`config.mk`:
```
export PLATFORM = sky130hd
export DESIGN_NAME = ping_pong_match_ctrl_flat
export DESIGN_NICKNAME = d
export VERILOG_FILES = /design/src/rtl/ping_pong_match_ctrl_pkg.sv /design/src/rtl/ping_pong_match_ctrl_if.sv /design/src/rtl/ping_pong_match_ctrl_step_core.sv /design/src/rtl/ping_pong_match_ctrl.sv /design/src/flat_wrapper.sv
export SDC_FILE = /design/constraint.sdc
export NUM_CORES = 1
export LEC_CHECK = 0
export ABC_CLOCK_PERIOD_IN_PS = 2100
export CELL_PAD_IN_SITES_DETAIL_PLACEMENT = 0
export CELL_PAD_IN_SITES_GLOBAL_PLACEMENT = 1
export CORE_MARGIN = 4
export CORE_UTILIZATION = 35
export DETAILED_ROUTE_END_ITERATION = 10
export GPL_TIMING_DRIVEN = 1
export PLACE_DENSITY_LB_ADDON = 0.1
export REMOVE_ABC_BUFFERS = 1
export SETUP_SLACK_MARGIN = 0.05
export SLEW_MARGIN = 30
export SYNTH_ARGS = -nofsm -noshare
export SYNTH_HDL_FRONTEND = slang
export SYNTH_SLANG_ARGS = --single-unit
```
`constraint.sdc`:
```
create_clock -name clk -period 2.1 [get_ports clk]
set_input_delay 0.525 -clock clk [delete_from_list [all_inputs] [get_ports clk]]
set_output_delay 0.525 -clock clk [all_outputs]
set_load 0.02 [all_outputs]
```
`src/rtl/ping_pong_match_ctrl_pkg.sv`:
```
// Shared definitions for the ping-pong match controller: state encoding,
// player count, default counter width and the round-robin pick helper.
package ping_pong_match_ctrl_pkg;

    localparam int NUM_PLAYERS   = 2;
    localparam int DEFAULT_CNT_W = 4;
    localparam int BOUNCE_W      = 4;

    typedef logic [1:0] state_t;

    localparam state_t ST_IDLE = 2'd0;
    localparam state_t ST_RUN  = 2'd1;
    localparam state_t ST_HOLD = 2'd2;
    localparam state_t ST_DONE = 2'd3;

    // Round-robin pick: a lone requester always wins, a tie goes to the
    // favoured player (favour = 1 means player 1 is favoured).
    function automatic logic [NUM_PLAYERS-1:0] pick_player(
        input logic [NUM_PLAYERS-1:0] requests,
        input logic                   favour
    );
        logic [NUM_PLAYERS-1:0] pick;
        pick = '0;
        if (requests == 2'b11) begin
            pick = favour ? 2'b10 : 2'b01;
        end else if (requests[0]) begin
            pick = 2'b01;
        end else if (requests[1]) begin
            pick = 2'b10;
        end
        return pick;
    endfunction

endpackage

```
`src/rtl/ping_pong_match_ctrl_if.sv`:
```
// Handshake/status bundle for the ping-pong match controller.
// The pause signal exists only when PP_MATCH_CTRL_PAUSE_EN is defined.
interface ping_pong_match_ctrl_if
    import ping_pong_match_ctrl_pkg::*;
#(
    parameter int CNT_W = DEFAULT_CNT_W
);

    logic [NUM_PLAYERS-1:0] req;
    logic [BOUNCE_W-1:0]    cfg_bounces;
`ifdef PP_MATCH_CTRL_PAUSE_EN
    logic                   pause;
`endif
    logic                   abort;
    logic [NUM_PLAYERS-1:0] gnt;
    logic                   busy;
    logic                   done;
    logic [CNT_W-1:0]       cnt_out;
    logic                   cnt_dir;
    logic [BOUNCE_W-1:0]    bounce_cnt;

    modport master (
`ifdef PP_MATCH_CTRL_PAUSE_EN
        output pause,
`endif
        output req,
        output cfg_bounces,
        output abort,
        input  gnt,
        input  busy,
        input  done,
        input  cnt_out,
        input  cnt_dir,
        input  bounce_cnt
    );

    modport slave (
`ifdef PP_MATCH_CTRL_PAUSE_EN
        input  pause,
`endif
        input  req,
        input  cfg_bounces,
        input  abort,
        output gnt,
        output busy,
        output done,
        output cnt_out,
        output cnt_dir,
        output bounce_cnt
    );

endinterface

```
`src/rtl/ping_pong_match_ctrl_step_core.sv`:
```
// Combinational ping-pong step: from the current value and direction,
// produce the next value, next direction and whether the step lands on
// an end point (0 or max), which counts as a turnaround.
module pp_step_core #(
    parameter int CNT_W = 4
) (
    input  logic [CNT_W-1:0] cnt,
    input  logic             dir,
    output logic [CNT_W-1:0] cnt_nxt,
    output logic             dir_nxt,
    output logic             turn
);

    localparam logic [CNT_W-1:0] CNT_MAX = '1;
    localparam logic [CNT_W-1:0] ONE     = 1;

    // End points always reverse, so the counter can never wrap.
    always_comb begin
        cnt_nxt = cnt;
        dir_nxt = dir;
        if (cnt == '0) begin
            cnt_nxt = cnt + ONE;
            dir_nxt = 1'b1;
        end else if (cnt == CNT_MAX) begin
            cnt_nxt = cnt - ONE;
            dir_nxt = 1'b0;
        end else if (dir) begin
            cnt_nxt = cnt + ONE;
        end else begin
            cnt_nxt = cnt - ONE;
        end
        turn = (cnt_nxt == '0) || (cnt_nxt == CNT_MAX);
    end

endmodule

```
`src/rtl/ping_pong_match_ctrl.sv`:
```
// Ping-pong match controller: round-robin grant of a rally to one of two
// players, a bouncing counter that runs a configured number of turnarounds,
// then a one-cycle done pulse. All outputs are registered.
// Optional feature macro: PP_MATCH_CTRL_PAUSE_EN adds the pause input and
// the HOLD state.
module ping_pong_match_ctrl
    import ping_pong_match_ctrl_pkg::*;
#(
    parameter int CNT_W = DEFAULT_CNT_W
) (
    input logic                 clk,
    input logic                 rst,
    ping_pong_match_ctrl_if.slave bus
);

    localparam logic [BOUNCE_W-1:0] ONE_BOUNCE = 1;

    state_t                 state;
    logic [NUM_PLAYERS-1:0] gnt_q;
    logic                   busy_q;
    logic                   done_q;
    logic [CNT_W-1:0]       cnt_q;
    logic                   dir_q;
    logic [BOUNCE_W-1:0]    bounce_q;
    logic [BOUNCE_W-1:0]    target_q;
    logic                   favour_q;

    logic [CNT_W-1:0]       cnt_nxt;
    logic                   dir_nxt;
    logic                   turn;
    logic [BOUNCE_W-1:0]    bounce_inc;
    logic [BOUNCE_W-1:0]    target_in;

    pp_step_core #(
        .CNT_W (CNT_W)
    ) u_step (
        .cnt     (cnt_q),
        .dir     (dir_q),
        .cnt_nxt (cnt_nxt),
        .dir_nxt (dir_nxt),
        .turn    (turn)
    );

    assign bounce_inc = bounce_q + ONE_BOUNCE;
    assign target_in  = (bus.cfg_bounces == '0) ? ONE_BOUNCE : bus.cfg_bounces;

    // Rally sequencer: grant, step the counter, finish or abort, and move
    // the round-robin pointer to the other player whenever a rally ends.
    always_ff @(posedge clk or posedge rst) begin
        if (rst) begin
            state    <= ST_IDLE;
            gnt_q    <= '0;
            busy_q   <= 1'b0;
            done_q   <= 1'b0;
            cnt_q    <= '0;
            dir_q    <= 1'b1;
            bounce_q <= '0;
            target_q <= ONE_BOUNCE;
            favour_q <= 1'b0;
        end else begin
            done_q <= 1'b0;
            case (state)
                ST_IDLE: begin
                    if (|bus.req) begin
                        gnt_q    <= pick_player(bus.req, favour_q);
                        state    <= ST_RUN;
                        busy_q   <= 1'b1;
                        cnt_q    <= '0;
                        dir_q    <= 1'b1;
                        bounce_q <= '0;
                        target_q <= target_in;
                    end
                end
                ST_RUN: begin
                    if (bus.abort) begin
                        state    <= ST_IDLE;
                        busy_q   <= 1'b0;
                        gnt_q    <= '0;
                        favour_q <= gnt_q[0];
`ifdef PP_MATCH_CTRL_PAUSE_EN
                    end else if (bus.pause) begin
                        state <= ST_HOLD;
`endif
                    end else begin
                        cnt_q <= cnt_nxt;
                        dir_q <= dir_nxt;
                        if (turn) begin
                            bounce_q <= bounce_inc;
                            if (bounce_inc == target_q) begin
                                state  <= ST_DONE;
                                done_q <= 1'b1;
                            end
                        end
                    end
                end
`ifdef PP_MATCH_CTRL_PAUSE_EN
                ST_HOLD: begin
                    if (bus.abort) begin
                        state    <= ST_IDLE;
                        busy_q   <= 1'b0;
                        gnt_q    <= '0;
                        favour_q <= gnt_q[0];
                    end else if (!bus.pause) begin
                        state <= ST_RUN;
                    end
                end
`endif
                ST_DONE: begin
                    state    <= ST_IDLE;
                    busy_q   <= 1'b0;
                    gnt_q    <= '0;
                    favour_q <= gnt_q[0];
                end
                default: begin
                    state  <= ST_IDLE;
                    busy_q <= 1'b0;
                    gnt_q  <= '0;
                end
            endcase
        end
    end

    assign bus.gnt        = gnt_q;
    assign bus.busy       = busy_q;
    assign bus.done       = done_q;
    assign bus.cnt_out    = cnt_q;
    assign bus.cnt_dir    = dir_q;
    assign bus.bounce_cnt = bounce_q;

endmodule

```
`src/flat_wrapper.sv`:
```
// flat-port wrapper written by rule: the top's interface ports become plain ports
module ping_pong_match_ctrl_flat import ping_pong_match_ctrl_pkg::*;
#(
    parameter int CNT_W = DEFAULT_CNT_W
)
  (clk, rst, bus_req, bus_cfg_bounces, bus_abort, bus_gnt, bus_busy, bus_done, bus_cnt_out, bus_cnt_dir, bus_bounce_cnt);
  ping_pong_match_ctrl_if #(.CNT_W(CNT_W)) bus_i ();
  input logic clk;
  input logic rst;
  input wire logic [$bits(bus_i.req)-1:0] bus_req;
  input wire logic [$bits(bus_i.cfg_bounces)-1:0] bus_cfg_bounces;
  input wire logic [$bits(bus_i.abort)-1:0] bus_abort;
  output wire logic [$bits(bus_i.gnt)-1:0] bus_gnt;
  output wire logic [$bits(bus_i.busy)-1:0] bus_busy;
  output wire logic [$bits(bus_i.done)-1:0] bus_done;
  output wire logic [$bits(bus_i.cnt_out)-1:0] bus_cnt_out;
  output wire logic [$bits(bus_i.cnt_dir)-1:0] bus_cnt_dir;
  output wire logic [$bits(bus_i.bounce_cnt)-1:0] bus_bounce_cnt;
  assign bus_i.req = bus_req;
  assign bus_i.cfg_bounces = bus_cfg_bounces;
  assign bus_i.abort = bus_abort;
  assign bus_gnt = bus_i.gnt;
  assign bus_busy = bus_i.busy;
  assign bus_done = bus_i.done;
  assign bus_cnt_out = bus_i.cnt_out;
  assign bus_cnt_dir = bus_i.cnt_dir;
  assign bus_bounce_cnt = bus_i.bounce_cnt;
  ping_pong_match_ctrl #(.CNT_W(CNT_W)) u_core (.clk(clk), .rst(rst), .bus(bus_i));
endmodule
```
==> results.json, run 1 <==
{
  "timing.slew.headroom_pct": 58.5,
  "num_vias": 910,
  "power_frac_seq_pct": 37.7,
  "place_hpwl_mm": 1.79,
  "cts_root_buffer": "clkbuf_4",
  "end_kind": "flop",
  "die_y_um": 64.2,
  "comb_power_share_pct": 50.1,
  "seqCellArea_um2": 503,
  "syn2layout_area_growth_pct": 37.9,
  "path_class": "reg -> reg",
  "ys_seq_area_share_pct": 45.5,
  "hold_path.class": "reg -> reg",
  "die_area_um2": 4120,
  "num_io_pins": 22,
  "grt_pass1_wl_mm": 4.04,
  "ys_top_cells_by_area": "dfrtp_1, dfstp_2, mux2_2, ha_1, nand2_1",
  "async_reset_ff_share_pct": 100,
  "synth_cell_types": 40,
  "finalCritPeriodShare_pct": 98.0,
  "grt_setup_unrepaired": "true",
  "drc": 0,
  "hold_viol": 0,
  "clock_sinks": 20,
  "slowest_delay_ps": 420,
  "worstSkewPairLatency_ps": 290,
  "post-route-util_pct": 50.4,
  "final_area_um2": 1530,
  "switching_share_pct": 38.0,
  "fin_skew_ps": 2.00,
  "start_util_pct": 36.5,
  "wl_per_cell_um": 12.6,
  "die_x_um": 64.2,
  "fin_crit_ps": 2060,
  "mostFrequentLayoutCell": "clkdlybuf4s50_1",
  "run_status": "complete, no violations",
  "syn_inst": 106,
  "holdBufCountCts": 0,
  "cts_tree": "done",
  "worstMarginPinSlew_ps": 621,
  "syn_area_um2": 1110,
  "grt-ovfl-total": 0,
  "synth-edff-count": 0,
  "p_int_uw": 934,
  "p_clk_share_pct": 12.1,
  "drive_gt1_share_pct": 26.8,
  "final_cell_mix": "clkdlybuf4s50_1, dfrtp_1, buf_4",
  "grt_start_max_net_pins": 21,
  "antenna_found_initial": 0,
  "power_density_nw_per_um2": 988,
  "num-nets-final": 155,
  "rows": 20,
  "port_buffers": 21,
  "cts_max_level": 1,
  "vias_per_cell": 4.89,
  "yosysWarnings": 0,
  "dpl-instance-area_um2": 1440,
  "crit_path_cell_trace": "buf_4 -> or4_4 -> o21a_1 -> mux2i_4 -> nor4_4 -> a41o_2 -> a32oi_1 -> nand2_1",
  "vdd_drop_max_mv": 0.404,
  "dr.pass1.iters": 4,
  "max_freq_ghz": 0.486,
  "p_switching_uw": 573,
  "coreArea_um2": 3030,
  "setup_slack_ps": 41.7,
  "drv_cap": 0,
  "grt_pass1_vias": 906,
  "multi_input_area_um2": 606,
  "cp_slowest_cell": "dfrtp_1",
  "drt_iter0_markers": 36,
  "yosys_most_used_dff": "dfrtp_1",
  "fin_cells": 186,
  "power.total_uw": 1510,
  "slew_viol_final": 0,
  "cts_made_buffers": 3,
  "p_leak_uw": 0.000641,
  "setup_viol_count_final": 0,
  "yosys.area.top_type_share_pct": 40.7,
  "place_ws_ps": -78.4,
  "clockBufferDepth": 2,
  "cts.clk_slew.worst_paths_ps": 110,
  "wirelength_mm": 2.34,
  "dp_cells": 180,
  "crit_path_start_kind": "flop",
  "arrival_ps": 2240,
  "drtAntennaViolNets": 0,
  "critPathMaxFanout": 4,
  "gp_congestion": 0.828,
  "fill_cells": 288,
  "grtUsageTotal_pct": 12.5,
  "synth_seq_cells": 20,
  "avgSynthCellArea_um2": 10.4,
  "insertedDiodeCount": 0,
  "worstPathRequired_ps": 2280,
  "yosysTopAreaCell": "dfrtp_1"
}
[registers in the layout, indices dropped and copies added (netlist names)]
name                   flops
u_core.bus.bounce_cnt      4
u_core.bus.busy            1
u_core.bus.cnt_dir         1
u_core.bus.cnt_out         4
u_core.bus.done            1
u_core.bus.gnt             2
u_core.favour_q            1
u_core.state               2
u_core.target_q            4
[power by group through the flow]
stage	registers (uW)	clock network, uW	logic (uW)
CTS	569	194	754
global route	586	211	824
finish	569	183	755
detailed placement	576	0	697
floorplan	645	0	343
global placement	575	0	694
[repair_timing]
action | in CTS | in global routing
buffers inserted | 1 | 1
resized for setup | 10 | 1
pin swaps | 4 | 1
setup endpoints to repair | 6 | 7
[Yosys cell counts (all sizes together), types with 4 or more instances]
cell type / instances
mux2: 4
nand3: 4
dfrtp: 18
xor2: 4
nor3: 5
xnor2: 4
nand2: 10
inv: 7
o21ai: 10
a21oi: 4
[critical path, delay by kind of cell (launching register included)]
kind | cells | cell delay (ps)
buffers and inverters | 1 | 150
AOI/OAI and AO/OA | 3 | 600
muxes | 1 | 240
and+or+nand+nor | 3 | 550
DFF | 1 | 420
[layer usage]
metal / GRT usage [%] / vias up / share of wire [%]
met2: 22.7 / 17 / 51
met4: 4.75 / 0 / 0.77
met5: 0 / - / 0
li1: - / 464 / -
met3: 2.11 / 2 / 4.1
met1: 14.5 / 427 / 44
[layout make-up]
class,count,share of cell area (%)
Clock buffer,4,1.72
Inverter,7,1.72
Multi-Input combinational cell,77,39.7
Sequential cell,20,33.0
Tap cell,44,3.61
Timing Repair Buffer,34,20.3
[logic make-up (layout without fill, tap and decap cells)]
group | after synthesis | count (layout) | share of synthesized area (%)
muxes | 6 | 6 | 7.01
and+or+nand+nor | 30 | 30 | 14.7
DFF | 20 | 20 | 45.5
xor gates and xnor gates | 8 | 8 | 7.01
buffers and inverters | 9 | 45 | 3.85
adders and majority gates | 3 | 3 | 3.39
AOI/OAI and AO/OA | 30 | 30 | 18.6
[through the flow]
| step | setup TNS, ps | hold WS, ps |
|---|---|---|
| 6_report | 0 | 495 |
| 2_1_floorplan | -602 | 464 |
| 4_1_cts | 0 | 498 |
| 3_5_place_dp | -290 | 468 |
| 5_1_grt | -411 | 534 |
| 3_3_place_gp | -28.9 | 466 |
[path summary, 6_finish.rpt]
kind / start / to / slack, ps / cells past startpoint
max reg2reg: u_core.bus.cnt_out[1]$_DFFE_PP0P_ / u_core.bus.bounce_cnt[3]$_DFFE_PP0P_ / 40 / 8
max: u_core.bus.cnt_out[1]$_DFFE_PP0P_ / u_core.bus.bounce_cnt[3]$_DFFE_PP0P_ / 40 / 8
min in group asynchronous: rst / u_core.bus.gnt[1]$_DFFE_PP0P_ / 550 / 3
min: u_core.target_q[0]$_DFFE_PP1P_ / u_core.target_q[0]$_DFFE_PP1P_ / 500 / 2
max in group asynchronous: rst / u_core.bus.cnt_dir$_DFFE_PP1P_ / 1280 / 3
min reg2reg: u_core.target_q[0]$_DFFE_PP1P_ / u_core.target_q[0]$_DFFE_PP1P_ / 500 / 2
Power figures use the tool's default switching activity.
==> run 2: changes to the inputs <==
Settings changed: CTS_CLUSTER_DIAMETER from default to 60, TNS_END_PERCENT from default to 20.
==> results.json, run 2 (synthesis results as in run 1) <==
{
  "path_class": "reg -> reg",
  "finalSetupTns_ps": 0,
  "timing.slew.headroom_pct": 58.5,
  "p_int_uw": 934,
  "maxUsedRoutingLayer": "met4",
  "vdd_drop_max_mv": 0.403,
  "hold_path.class": "reg -> reg",
  "comb_power_share_pct": 50.1,
  "drive_gt1_share_pct": 26.8,
  "coreArea_um2": 3030,
  "grtUsageTotal_pct": 12.5,
  "insertedDiodeCount": 0,
  "rr_worst_depth": 8,
  "holdBufCountCts": 0,
  "power.total_uw": 1510,
  "p_leak_uw": 0.000641,
  "wl_met3_um": 106,
  "start_util_pct": 36.5,
  "antenna_found_initial": 0,
  "hold_viol": 0,
  "clock_sinks": 20,
  "cts_root_buffer": "clkbuf_4",
  "die_x_um": 64.2,
  "dp_cells": 180,
  "mostFrequentLayoutCell": "clkdlybuf4s50_1",
  "dr.pass1.iters": 4,
  "post-route-util_pct": 50.4,
  "setup_viol_count_final": 0,
  "cts_made_buffers": 3,
  "drt_iter0_markers": 31,
  "power_frac_seq_pct": 37.8,
  "run_status": "complete, no violations",
  "grt_setup_unrepaired": "true",
  "switching_share_pct": 38.0,
  "grt-ovfl-total": 0,
  "wl_per_cell_um": 12.6,
  "finalCritPeriodShare_pct": 97.8,
  "grt_pass1_wl_mm": 4.05,
  "fin_skew_ps": 1.91,
  "p_clk_share_pct": 12.2,
  "crit_path_start_kind": "flop",
  "critPathMaxFanout": 4,
  "drv_cap": 0,
  "fin_crit_ps": 2050,
  "cts_max_level": 1,
  "cts_tree": "done",
  "worstPathRequired_ps": 2280,
  "wl_met1_mm": 1.03,
  "final_cell_mix": "clkdlybuf4s50_1, dfrtp_1, buf_4",
  "wirelength_mm": 2.34,
  "power_density_nw_per_um2": 987,
  "slew_viol_final": 0,
  "clockBufferDepth": 2,
  "grt_pass1_vias": 906,
  "syn2layout_area_growth_pct": 37.9,
  "place_ws_ps": -78.4,
  "num_io_pins": 22,
  "worstSkewPairLatency_ps": 290,
  "num_vias": 904,
  "met2_length_mm": 1.19,
  "place_hpwl_mm": 1.79,
  "end_kind": "flop",
  "arrival_ps": 2240,
  "gp_congestion": 0.828,
  "cts.clk_slew.worst_paths_ps": 110,
  "max_freq_ghz": 0.487,
  "worstMarginPinSlew_ps": 621,
  "setup_slack_ps": 46.1,
  "drc": 0,
  "grt_start_max_net_pins": 21,
  "num-nets-final": 155,
  "p_switching_uw": 572,
  "port_buffers": 21,
  "worstHoldPathCells": 2,
  "rows": 20,
  "die_area_um2": 4120,
  "die_y_um": 64.2,
  "fin_cells": 186,
  "vias_per_cell": 4.86,
  "drtAntennaViolNets": 0
}
run 2: power groups by stage:
| stage | clock (uW) | sequential (uW) | combinational [uW] |
|---|---|---|---|
| after floorplan | 0 | 645 | 343 |
| after global placement | 0 | 575 | 694 |
| after detailed placement | 0 | 576 | 697 |
| after CTS | 194 | 569 | 745 |
| after global routing | 211 | 586 | 824 |
| final | 183 | 568 | 754 |
run 2: per-stage QoR:
step | hold WS, ps | area (um2)
2_1_floorplan | 464 | 1090
3_3_place_gp | 466 | 1440
3_5_place_dp | 468 | 1440
5_1_grt | 534 | 1530
4_1_cts | 498 | 1510
6_report | 495 | 1530
run 2: final timing paths:
check | startpoint | endpoint | slack (ps)
min reg2reg | u_core.target_q[0]$_DFFE_PP1P_ | u_core.target_q[0]$_DFFE_PP1P_ | 500
min | u_core.target_q[0]$_DFFE_PP1P_ | u_core.target_q[0]$_DFFE_PP1P_ | 500
max in group asynchronous | rst | u_core.bus.cnt_dir$_DFFE_PP1P_ | 1280
min in group asynchronous | rst | u_core.bus.gnt[1]$_DFFE_PP0P_ | 550
max reg2reg | u_core.bus.cnt_out[1]$_DFFE_PP0P_ | u_core.bus.bounce_cnt[3]$_DFFE_PP0P_ | 50
max | u_core.bus.cnt_out[1]$_DFFE_PP0P_ | u_core.bus.bounce_cnt[3]$_DFFE_PP0P_ | 50
run 2: critical path: stages (launching register included):
cell and delay, ps:
dfrtp_1 420, buf_4 150, or4_4 420, o21a_1 150
mux2i_4 240, nor4_4 60, a41o_2 270, a32oi_1 180
nand2_1 70
run 2: cell type report:
cell class | instances | area (um2)
Inverter | 7 | 26.3
Multi-Input combinational cell | 77 | 606
Sequential cell | 20 | 503
Timing Repair Buffer | 34 | 309
Tap cell | 44 | 55.1
Clock buffer | 4 | 26.3
Fill cell | 289 | 1500
run 2: layer usage:
| layer | up-vias | global-route usage [%] |
|---|---|---|
| li1 | 461 | - |
| met1 | 422 | 14.6 |
| met2 | 19 | 22.7 |
| met3 | 2 | 2.11 |
| met4 | 0 | 4.75 |
| met5 | - | 0 |
run 2: timing repair:
action | CTS | global route
pin swaps | 4 | 1
resized for setup | 9 | 2
setup buffers | 1 | 1
endpoints found under the setup margin | 6 | 7
gates cloned | 0 | 0
==> run 3: changes to the inputs <==
Settings changed: ABC_CLOCK_PERIOD_IN_PS 2100 to 1900, CORE_UTILIZATION 35 to 37, RECOVER_POWER from default to 25, SLEW_MARGIN 30 to 20.
Clock period 2.1 ns to 1.9 ns, I/O delays scaled along.
==> results.json, run 3 (synthesis results as in run 1) <==
{
  "max_freq_ghz": 0.456,
  "grt_setup_unrepaired": "true",
  "multi_input_area_um2": 591,
  "worstSetupStartpoint": "u_core.bus.cnt_out[0]$_DFFE_PP0P_",
  "gp_congestion": 0.797,
  "setup_slack_ps": -293,
  "place_hpwl_mm": 1.96,
  "p_switching_uw": 641,
  "rows": 19,
  "dr.pass1.iters": 4,
  "num_io_pins": 22,
  "r2r-end": "u_core.bus.bounce_cnt[3]$_DFFE_PP0P_",
  "power_frac_seq_pct": 36.4,
  "clockBufferDepth": 2,
  "vias_per_cell": 5.21,
  "run_status": "finished, violations left",
  "critPathMaxFanout": 6,
  "cts_made_buffers": 3,
  "worstMarginPinSlew_ps": 444,
  "p_clk_share_pct": 12.0,
  "p_leak_uw": 0.000761,
  "final_cell_mix": "buf_4, dfrtp_1, clkdlybuf4s50_1",
  "port_buffers": 21,
  "drt_iter0_markers": 24,
  "power.total_uw": 1720,
  "crit_path_start_kind": "flop",
  "drive_gt1_share_pct": 33.1,
  "seqCellArea_um2": 503,
  "grt-ovfl-total": 0,
  "wirelength_mm": 2.40,
  "switching_share_pct": 37.3,
  "die_x_um": 62.7,
  "grtUsageTotal_pct": 13.3,
  "timing.slew.headroom_pct": 70.4,
  "finalCritPeriodShare_pct": 115,
  "crit_end": "u_core.bus.bounce_cnt[3]$_DFFE_PP0P_",
  "setup_viol_count_final": 6,
  "r2r_slack_ps": -290,
  "coreArea_um2": 2810,
  "die_area_um2": 3930,
  "drtAntennaViolNets": 0,
  "cts_max_level": 1,
  "grt_start_max_net_pins": 13,
  "drv_cap": 0,
  "antenna_found_initial": 0,
  "finalSetupTns_ps": -1380,
  "hold_viol": 0,
  "grt_pass1_vias": 1052,
  "slew_viol_final": 0,
  "vdd_drop_max_mv": 0.520,
  "syn2layout_area_growth_pct": 46.2,
  "path_class": "reg -> reg",
  "fin_crit_ps": 2190,
  "violations": "setup timing",
  "cts_root_buffer": "clkbuf_4",
  "drc": 0,
  "grt_pass1_wl_mm": 4.28,
  "comb_power_share_pct": 51.6,
  "fin_skew_ps": 1.84,
  "start_util_pct": 39.4,
  "num-nets-final": 173,
  "worstSkewPairLatency_ps": 290,
  "fill_cells": 261,
  "num_vias": 995,
  "insertedDiodeCount": 0,
  "power_density_nw_per_um2": 1060,
  "cts.clk_slew.worst_paths_ps": 110,
  "p_int_uw": 1070,
  "clock_sinks": 20,
  "cts_tree": "done",
  "arrival_ps": 2380,
  "worstPathRequired_ps": 2090,
  "end_kind": "flop",
  "hold_path.class": "reg -> reg",
  "rr_worst_depth": 8,
  "worstReg2RegStart": "u_core.bus.cnt_out[0]$_DFFE_PP0P_",
  "die_y_um": 62.7,
  "wl_per_cell_um": 12.6,
  "mostFrequentLayoutCell": "buf_4"
}
-- run 3: changes by cell type in the layout (fill, tap and decap cells not counted), moves of 2 or more --
cell | previous run | this run
nor3_1 | 3 | 5
clkdlybuf4s50_1 | 19 | 12
ha_2 | 2 | 0
nor3_2 | 2 | 0
buf_4 | 13 | 31
ha_1 | 1 | 3
dlygate4sd2_1 | 1 | 6
-- run 3: how the worst min path moves through the flow --
stage	slack, ps	depth (start not counted)	end	start
finish	500	2	u_core.bus.busy$_DFFE_PP0P_	u_core.bus.busy$_DFFE_PP0P_
global route	520	2	u_core.bus.busy$_DFFE_PP0P_	u_core.bus.busy$_DFFE_PP0P_
CTS	480	2	u_core.bus.gnt[1]$_DFFE_PP0P_	rst
detailed placement	470	2	u_core.bus.busy$_DFFE_PP0P_	u_core.bus.busy$_DFFE_PP0P_
global placement	470	2	u_core.bus.busy$_DFFE_PP0P_	u_core.bus.busy$_DFFE_PP0P_
floorplan	440	1	u_core.bus.bounce_cnt[0]$_DFFE_PP0P_	rst
-- run 3: metrics by stage --
step | cell area (um2) | setup slack (ps) | util (%) | std cells | hold WS [ps]
detailed placement | 1540 | -312 | 55.0 | 183 | 467
global placement | 1540 | -190 | 55.0 | 183 | 467
finish | 1620 | -293 | 57.6 | 191 | 495
global route | 1620 | -397 | 57.6 | 191 | 525
CTS | 1610 | -298 | 57.3 | 191 | 475
floorplan | 1090 | -355 | - | 104 | 437
-- run 3: power by group through the flow --
stage / Clock (uW) / Sequential, uW / Combinational [uW]
final: 206 / 625 / 885
after global routing: 238 / 644 / 969
after CTS: 216 / 628 / 879
after detailed placement: 0 / 638 / 857
after global placement: 0 / 632 / 851
after floorplan: 0 / 713 / 379
-- run 3: worst max-delay path, stage by stage (launching register included) --
cell and delay, ps:
dfrtp_1 440, buf_4 150, or4_4 510, o21a_1 150, mux2i_4 240, nor4_4 60
a41o_2 270, a32oi_1 190, nand2_1 70
-- run 3: what timing repair did --
action	in CTS	in global routing
resized for setup	10	4
buffers inserted	4	0
endpoints found under the hold margin	0	0
setup endpoints to repair	13	9
hold buffers	0	0
pin swaps	3	0
gates cloned	0	0
-- run 3: final cells by class --
cell class | count | area share [%]
well taps | 31 | 2.40
inverters | 7 | 1.63
repair buffers | 52 | 26.7
flip-flops and latches | 20 | 31.1
multi-input cells | 77 | 36.5
clock buffers | 4 | 1.63
-- run 3: routing by layer --
layer  vias up  global-route usage (%)  part of all wire (%)
met3         4                    1.80                   2.3
met1       477                    14.6                    44
met2        17                    25.6                    52
li1        497                       -                     -
met5         -                       0                     0
met4         0                    4.96                   1.5
